--- src/rtl/spi_status_tx.sv ---
// spi_status_tx
//   Transmit half of the SPI link to the MCU. This is a mode-0 SPI peripheral
//   clocked by the pixel clock. It oversamples sck/cs_n and shifts a buffered
//   word out on sdo, MSB first.
//
// Parameters
//   WIDTH      frame length in bits (>= 2)
//   IDLE_WORD  word sent when a frame starts with the holding buffer empty
//
// Ports
//   clk          pixel clock, rising edge
//   reset        asynchronous, active-low
//   sck, cs_n    SPI clock / chip select from the MCU (asynchronous)
//   tx_data      word to transmit
//   tx_valid     tx_data valid
//   tx_ready     holding buffer empty (word accepted on tx_valid && tx_ready)
//   sdo, sdo_en  serial data out and its pad output enable
//   frame_done   pulse: all WIDTH bits clocked
//   frame_abort  pulse: cs_n rose before WIDTH sck rises
//   underrun     pulse: frame started with the holding buffer empty
module spi_status_tx #(
  parameter int unsigned           WIDTH     = 16,
  parameter logic [WIDTH-1:0]      IDLE_WORD = '0
) (
  input  logic             clk,
  input  logic             reset,
  input  logic             sck,
  input  logic             cs_n,
  input  logic [WIDTH-1:0] tx_data,
  input  logic             tx_valid,
  output logic             tx_ready,
  output logic             sdo,
  output logic             sdo_en,
  output logic             frame_done,
  output logic             frame_abort,
  output logic             underrun
);

  localparam int unsigned CW = $clog2(WIDTH + 1);

  typedef enum logic [1:0] {
    IDLE  = 2'd0,
    SHIFT = 2'd1,
    DONE  = 2'd2
  } state_t;

  // Synchronizers plus one history flop each for edge detection
  logic r_sck_s1, r_sck_s2, r_sck_s3;
  logic r_cs_s1,  r_cs_s2,  r_cs_s3;

  always_ff @(posedge clk or negedge reset) begin
    if (!reset) begin
      r_sck_s1 <= 1'b0;
      r_sck_s2 <= 1'b0;
      r_sck_s3 <= 1'b0;
      r_cs_s1  <= 1'b1;
      r_cs_s2  <= 1'b1;
      r_cs_s3  <= 1'b1;
    end else begin
      r_sck_s1 <= sck;
      r_sck_s2 <= r_sck_s1;
      r_sck_s3 <= r_sck_s2;
      r_cs_s1  <= cs_n;
      r_cs_s2  <= r_cs_s1;
      r_cs_s3  <= r_cs_s2;
    end
  end

  logic w_cs_fall, w_cs_rise, w_sck_rise, w_sck_fall;

  assign w_cs_fall  =  r_cs_s3 & ~r_cs_s2;
  assign w_cs_rise  = ~r_cs_s3 &  r_cs_s2;
  // sck activity counts only while the synchronized select is low
  assign w_sck_rise =  r_sck_s2 & ~r_sck_s3 & ~r_cs_s2;
  assign w_sck_fall = ~r_sck_s2 &  r_sck_s3 & ~r_cs_s2;

  state_t           r_state, w_state_nxt;
  logic [WIDTH-1:0] r_shift;
  logic [CW-1:0]    r_cnt;
  logic [WIDTH-1:0] r_buf;
  logic             r_full;

  // FSM control strobes
  logic w_load, w_consume, w_inc, w_shift;
  logic w_done, w_abort, w_under;

  always_ff @(posedge clk or negedge reset) begin
    if (!reset) r_state <= IDLE;
    else        r_state <= w_state_nxt;
  end

  always_comb begin
    w_state_nxt = r_state;
    w_load      = 1'b0;
    w_consume   = 1'b0;
    w_inc       = 1'b0;
    w_shift     = 1'b0;
    w_done      = 1'b0;
    w_abort     = 1'b0;
    w_under     = 1'b0;
    unique case (r_state)
      IDLE: begin
        if (w_cs_fall) begin
          w_load      = 1'b1;
          w_consume   = r_full;
          w_under     = ~r_full;
          w_state_nxt = SHIFT;
        end
      end
      SHIFT: begin
        if (w_cs_rise) begin
          w_abort     = 1'b1;
          w_state_nxt = IDLE;
        end else if (w_sck_rise) begin
          if (r_cnt < CW'(WIDTH)) w_inc = 1'b1;
          if ((r_cnt + CW'(1)) == CW'(WIDTH)) begin
            w_done      = 1'b1;
            w_state_nxt = DONE;
          end
        end else if (w_sck_fall && (r_cnt < CW'(WIDTH))) begin
          w_shift = 1'b1;
        end
      end
      DONE: begin
        if (w_cs_rise) w_state_nxt = IDLE;
      end
      default: w_state_nxt = IDLE;
    endcase
  end

  // Shift register, bit counter and one-entry holding buffer
  always_ff @(posedge clk or negedge reset) begin
    if (!reset) begin
      r_shift <= '0;
      r_cnt   <= '0;
      r_buf   <= '0;
      r_full  <= 1'b0;
    end else begin
      if (w_load) begin
        r_shift <= r_full ? r_buf : IDLE_WORD;
        r_cnt   <= '0;
      end else begin
        if (w_shift) r_shift <= {r_shift[WIDTH-2:0], 1'b0};
        if (w_inc)   r_cnt   <= r_cnt + CW'(1);
      end
      // Acceptance needs empty and consumption needs full, so they never collide
      if (w_consume) begin
        r_full <= 1'b0;
      end else if (tx_valid && !r_full) begin
        r_full <= 1'b1;
        r_buf  <= tx_data;
      end
    end
  end

  // Pulses pass through one stage so every output lands 4 clk after its pin
  // edge, in step with sdo/sdo_en which are registered from the FSM state.
  logic r_done_p, r_abort_p, r_under_p;
  logic r_sdo, r_sdo_en, r_done, r_abort, r_under;

  always_ff @(posedge clk or negedge reset) begin
    if (!reset) begin
      r_done_p  <= 1'b0;
      r_abort_p <= 1'b0;
      r_under_p <= 1'b0;
      r_sdo     <= 1'b0;
      r_sdo_en  <= 1'b0;
      r_done    <= 1'b0;
      r_abort   <= 1'b0;
      r_under   <= 1'b0;
    end else begin
      r_done_p  <= w_done;
      r_abort_p <= w_abort;
      r_under_p <= w_under;
      r_sdo     <= (r_state == SHIFT) & r_shift[WIDTH-1];
      r_sdo_en  <= (r_state != IDLE);
      r_done    <= r_done_p;
      r_abort   <= r_abort_p;
      r_under   <= r_under_p;
    end
  end

  assign tx_ready    = ~r_full;
  assign sdo         = r_sdo;
  assign sdo_en      = r_sdo_en;
  assign frame_done  = r_done;
  assign frame_abort = r_abort;
  assign underrun    = r_under;

endmodule

--- config.mk ---
export PLATFORM = sky130hd
export DESIGN_NAME = spi_status_tx
export DESIGN_NICKNAME = d
export VERILOG_FILES = /design/src/rtl/spi_status_tx.sv
export SDC_FILE = /design/constraint.sdc
export NUM_CORES = 1
export LEC_CHECK = 0
export ABC_AREA = 1
export CAP_MARGIN = 20
export CORE_MARGIN = 3
export CORE_UTILIZATION = 45
export DETAILED_ROUTE_END_ITERATION = 10
export PLACE_DENSITY_LB_ADDON = 0.3
export RECOVER_POWER = 25
export SLEW_MARGIN = 20
export SYNTH_ARGS = -nofsm -noshare
export SYNTH_HDL_FRONTEND = slang
export SYNTH_SLANG_ARGS = --single-unit
export TNS_END_PERCENT = 20
--- constraint.sdc ---
create_clock -name clk -period 1.2 [get_ports clk]
set_input_delay 0.36 -clock clk [delete_from_list [all_inputs] [get_ports clk]]
set_output_delay 0.36 -clock clk [all_outputs]
set_load 0.05 [all_outputs]
# After elaboration in Yosys (flattened, before gate mapping)

Cells that the tools add are included.

Logic and storage cells: 84
Bits of input ports: 21
Bits in registers: 54

Add/sub/neg operators: 1
Muxes and demuxes: 33
Equal/unequal tests: 7
Magnitude comparators: 1
Bitwise operators: 13
Reduce and logical (&&, ||, !) cells: 10

Operators with widths:

| kind                                                 | count |
|---|---|
| two-way mux 16 bit                                   | 3 |
| two-way mux 1 bit                                    | 22 |
| two-way mux 2 bit                                    | 5 |
| two-way mux 5 bit                                    | 2 |
| nonzero test 2 bit                                   | 4 |
| AND 1 bit                                            | 7 |
| inequality test 3 bit (second input constant)        | 2 |
| NOT 1 bit                                            | 6 |
| case mux 2 bit (3 select lines)                      | 1 |
| adder 5 x 1 -> 5 bit (second input constant)         | 1 |
| equality test 5 bit (second input constant)          | 1 |
| less-than comparator 5 bit (second input constant)   | 1 |
| inequality test 2 bit (second input constant)        | 2 |
| AND reduction 4 bit                                  | 1 |
| equality test 2 x 1 -> 1 bit (second input constant) | 1 |
| equality test 2 bit (second input constant)          | 1 |
| logical AND 1 bit                                    | 2 |
| zero test 2 bit                                      | 1 |
| AND reduction 2 bit                                  | 1 |
| zero test 1 bit                                      | 1 |

# Depth between registers and ports, before layout

Depth in word-level cells: 10
Mapped depth: 10
Mapped depth without buffers: 9

# Worst setup path after synthesis

Ideal clock, no wire load.

Path kind: flip-flop to flip-flop
From: register r_full
To: register r_buf[1]
Setup time: 77 ps
Setup slack: -124 ps
Stages on the path, launching flop included: 7
Path buffers: 3
Data arrival time: 1247 ps
Data required time: 1123 ps
Path through: dfrtp_1 -> buf_2 -> inv_2 -> nand2_4 -> buf_6 -> buf_6 -> a21oi_1

Word-level cells in the longest chain between the ends: 4
Elaborated cells on any way between the ends: 6

RTL lines:

| element                         | RTL line | RTL |
|---|---|---|
| start: declaration              | 81       | `logic r_full;` |
| start signal: assignment        | 137      | `r_full <= 1'b0;` |
| start signal: assignment        | 148      | `r_full <= 1'b0;` |
| start signal: assignment        | 150      | `r_full <= 1'b1;` |
| two-way mux 1 bit               | 103      | `if (w_cs_fall) begin` |
| two-way mux 1 bit               | 101      | `unique case (r_state)` |
| NOT 1 bit (no line)             | -        |  |
| AND reduction 2 bit (no line) * | -        |  |
| end signal: assignment          | 151      | `r_buf <= tx_data;` |
| end: declaration                | 80       | `logic [WIDTH-1:0] r_buf;` |

Mark *: on every way between the ends. The rest lies on a longest branch, timed or not.
A chain may end at the register's enable or synchronous reset.

# Worst setup path in the final report

From: register r_full
To: output port tx_ready

Word-level cells in the longest chain between the ends: 1

RTL lines:

| element          | RTL line | RTL |
|---|---|---|
| NOT 1 bit        | 183      | `assign tx_ready = ~r_full;` |
| end: declaration | 31       | `output logic tx_ready,` |

No other way between the ends.

==> impl_metrics.json <==
{
  "setup_ws_ps": -105.8,
  "rows": 25,
  "layout_common_cells": "nand2_1 (55), dfrtp_1 (51), nor2_1 (26)",
  "rsz0062_at_grt": "yes",
  "worstPathArrival_ps": 950,
  "routedWlPerCell_um": 11.05,
  "period_share_pct": 108.8,
  "synth_simple_gate_area_share_pct": 24.08,
  "firstDrtPassIters": 4,
  "status": "finished with violations",
  "nNetsFinal": 321,
  "holdWs_ps": 355.7,
  "first_iter_violations": 69,
  "reg2reg_to": "r_shift[2]",
  "drive_above_1_share_pct": 23.67,
  "die_w_um": 78.65,
  "antenna_cells": 0,
  "hold_depth": 0,
  "avgSynthCellArea_um2": 9.537,
  "grt_antenna_before_repair": 0,
  "yosys_warnings": 0,
  "reg2reg_from": "r_cs_s3",
  "fmax_mhz": 765.8,
  "clockBufferDepth": 2,
  "grt_pass1_vias": 1662,
  "max-slew-margin-rel_pct": 78.31,
  "dp.cells": 355,
  "nFillCells": 416,
  "drcViolationCount": 0,
  "start_kind": "register",
  "syn_inst": 249,
  "place_hpwl_mm": 2.986,
  "final_antenna_net_count": 0,
  "numClockSinks": 54,
  "synth_mux_area_share_pct": 3.319,
  "reg2reg_slack_ps": -100,
  "cts_tree": "built",
  "min_period_ps": 1306,
  "die_area_um2": 6185,
  "initial_core_util_pct": 48.36,
  "gp_congestion": 0.8005,
  "cp.required_ps": 840,
  "clock_power_share_pct": 18.3,
  "hp-class": "register to register",
  "pre_cts_ws_ps": -262.4,
  "endpoint_kind": "primary output",
  "synthArstFlopShare_pct": 100.0,
  "seq_power_share_pct": 48.0,
  "yosysSeqAreaShare_pct": 57.06,
  "p_int_w": 0.003807,
  "drv_cap": 0,
  "synth-xor-area-share_pct": 0.7376,
  "coreArea_um2": 4911,
  "regArea_um2": 1355,
  "synth_cell_type_count": 26,
  "pwr-share-comb_pct": 33.7,
  "route.vias.total": 1751,
  "wirelength_mm": 4.054,
  "synth-seq-cells": 54,
  "grtUsageTotal_pct": 14.69,
  "grt_max_degree": 29,
  "syn_area_um2": 2375,
  "crit_fanout": 3,
  "clkLatencyLatePin_ps": 300,
  "portBuffers": 26,
  "synth_compound_area_share_pct": 6.164,
  "yosys.area_share.adder_pct": 0.5269,
  "peakVddDrop_mv": 0.8744,
  "multi_input_area_um2": 857.1,
  "worstHoldStart": "r_done_p",
  "tightest_slew_ps": 325.4,
  "min_to": "frame_done",
  "switching_share_pct": 32.58,
  "area_delta_synth_final_pct": 30.66,
  "powerDensity_nw_per_um2": 1819,
  "switching_power_w": 0.001839,
  "finalHoldViolCount": 0,
  "grt_overflow_total": 0,
  "pin_count": 27,
  "synth_edf_count": 0,
  "path_clk_slew_ps": 90,
  "final_common_cell": "nand2_1",
  "numCtsBuffers": 5,
  "critPathLaunch": "r_full",
  "h-tree-depth": 2,
  "drv_slew": 0,
  "grt_pass1_wl_mm": 7.320,
  "clock-root-buffer": "clkbuf_8",
  "leakage_nw": 1.530,
  "die_height_um": 78.65,
  "fin_skew_ps": 3.777,
  "syn_nets": 271,
  "reg2regPathDepth": 8,
  "setup_viol": 22,
  "path_class": "register to primary output",
  "synth_top_family_by_area": "simple AND/OR/NAND/NOR gates",
  "layout.cells.non_filler": 367,
  "vias_per_cell": 4.771,
  "violations": "negative setup slack",
  "ys.flop_type": "dfrtp_1"
}
final cells by class:
type / count / area share (%)
multi-input combinational: 158 / 27.62
tap: 67 / 2.702
clock inverter: 1 / 0.1613
timing repair buffer: 52 / 19.19
inverter: 28 / 3.871
sequential: 54 / 43.67
clock buffer: 7 / 2.782
cell usage after synthesis (all sizes together), types with 2 or more instances:
| cell type | count | area [um2] |
|---|---|---|
| o21ai | 17 | 85.08 |
| nor3 | 2 | 10.01 |
| dfstp | 3 | 78.83 |
| nor2 | 31 | 147.6 |
| nand4 | 2 | 27.53 |
| a21oi | 11 | 55.05 |
| nand2 | 63 | 281.5 |
| mux2 | 7 | 78.83 |
| buf | 9 | 82.57 |
| dfrtp | 51 | 1276 |
| nand3 | 21 | 105.1 |
| inv | 28 | 110.1 |
kinds of logic after synthesis:
group                      count (synthesis)
muxes                                      7
and+or+nand+nor                          119
buffers and inverters                     37
xor gates and xnor gates                   2
DFF                                       54
adders and majority gates                  1
AOI/OAI and AO/OA                         29
flip-flops by register name (all words and copies together) (netlist names), 2 cells and up:
name     count
r_cnt        5
r_state      2
r_buf       16
r_shift     16
worst max-delay path, stage by stage (launching register included):
cell	delay, ps
dfrtp_1	400
clkinv_4	90
buf_12	150
power groups by stage:
| stage | combinational [W] | sequential, W | clock, W |
|---|---|---|---|
| global route | 0.00215 | 0.00279 | 0.00114 |
| finish | 0.00190 | 0.00271 | 0.00103 |
| floorplan | 0.00126 | 0.00272 | 0 |
| detailed placement | 0.00186 | 0.00276 | 0 |
| global placement | 0.00181 | 0.00273 | 0 |
| CTS | 0.00192 | 0.00272 | 0.00106 |
per-layer routing:
layer	GRT usage, %	up-vias	wire length (um)
met1	19.58	839	1857
met3	3.440	5	125
met4	4.720	0	42
met5	0	-	0
met2	23.68	24	2030
li1	-	883	-
per-stage QoR:
| stage | cell area, um2 | util, % | setup TNS (ps) | power (W) |
|---|---|---|---|---|
| 2_1_floorplan | 2391 | - | -308.1 | 0.003985 |
| 3_3_place_gp | 2945 | 59.97 | -4780 | 0.004542 |
| 3_5_place_dp | 2945 | 59.97 | -5263 | 0.004615 |
| 4_1_cts | 3069 | 62.50 | -1623 | 0.005699 |
| 5_1_grt | 3103 | 63.18 | -3243 | 0.006081 |
| 6_report | 3103 | 63.18 | -1355 | 0.005646 |
worst max path at each step:
stage,end,slack [ps],cells past startpoint
6_report,tx_ready,-110,2
5_1_grt,r_shift[5],-180,8
4_1_cts,tx_ready,-130,2
3_5_place_dp,r_buf[5],-260,5
3_3_place_gp,r_buf[3],-230,5
2_1_floorplan,r_shift[15],-40,10
what timing repair did:
item                                    CTS  global route
setup buffers                             1             2
endpoints found under the hold margin     6             0
hold buffers                              1             0
pin swaps                                 1             1
endpoints found under the setup margin   26            30
resized for setup                         4             8
Note: power is estimated with default switching activity, not from simulation.
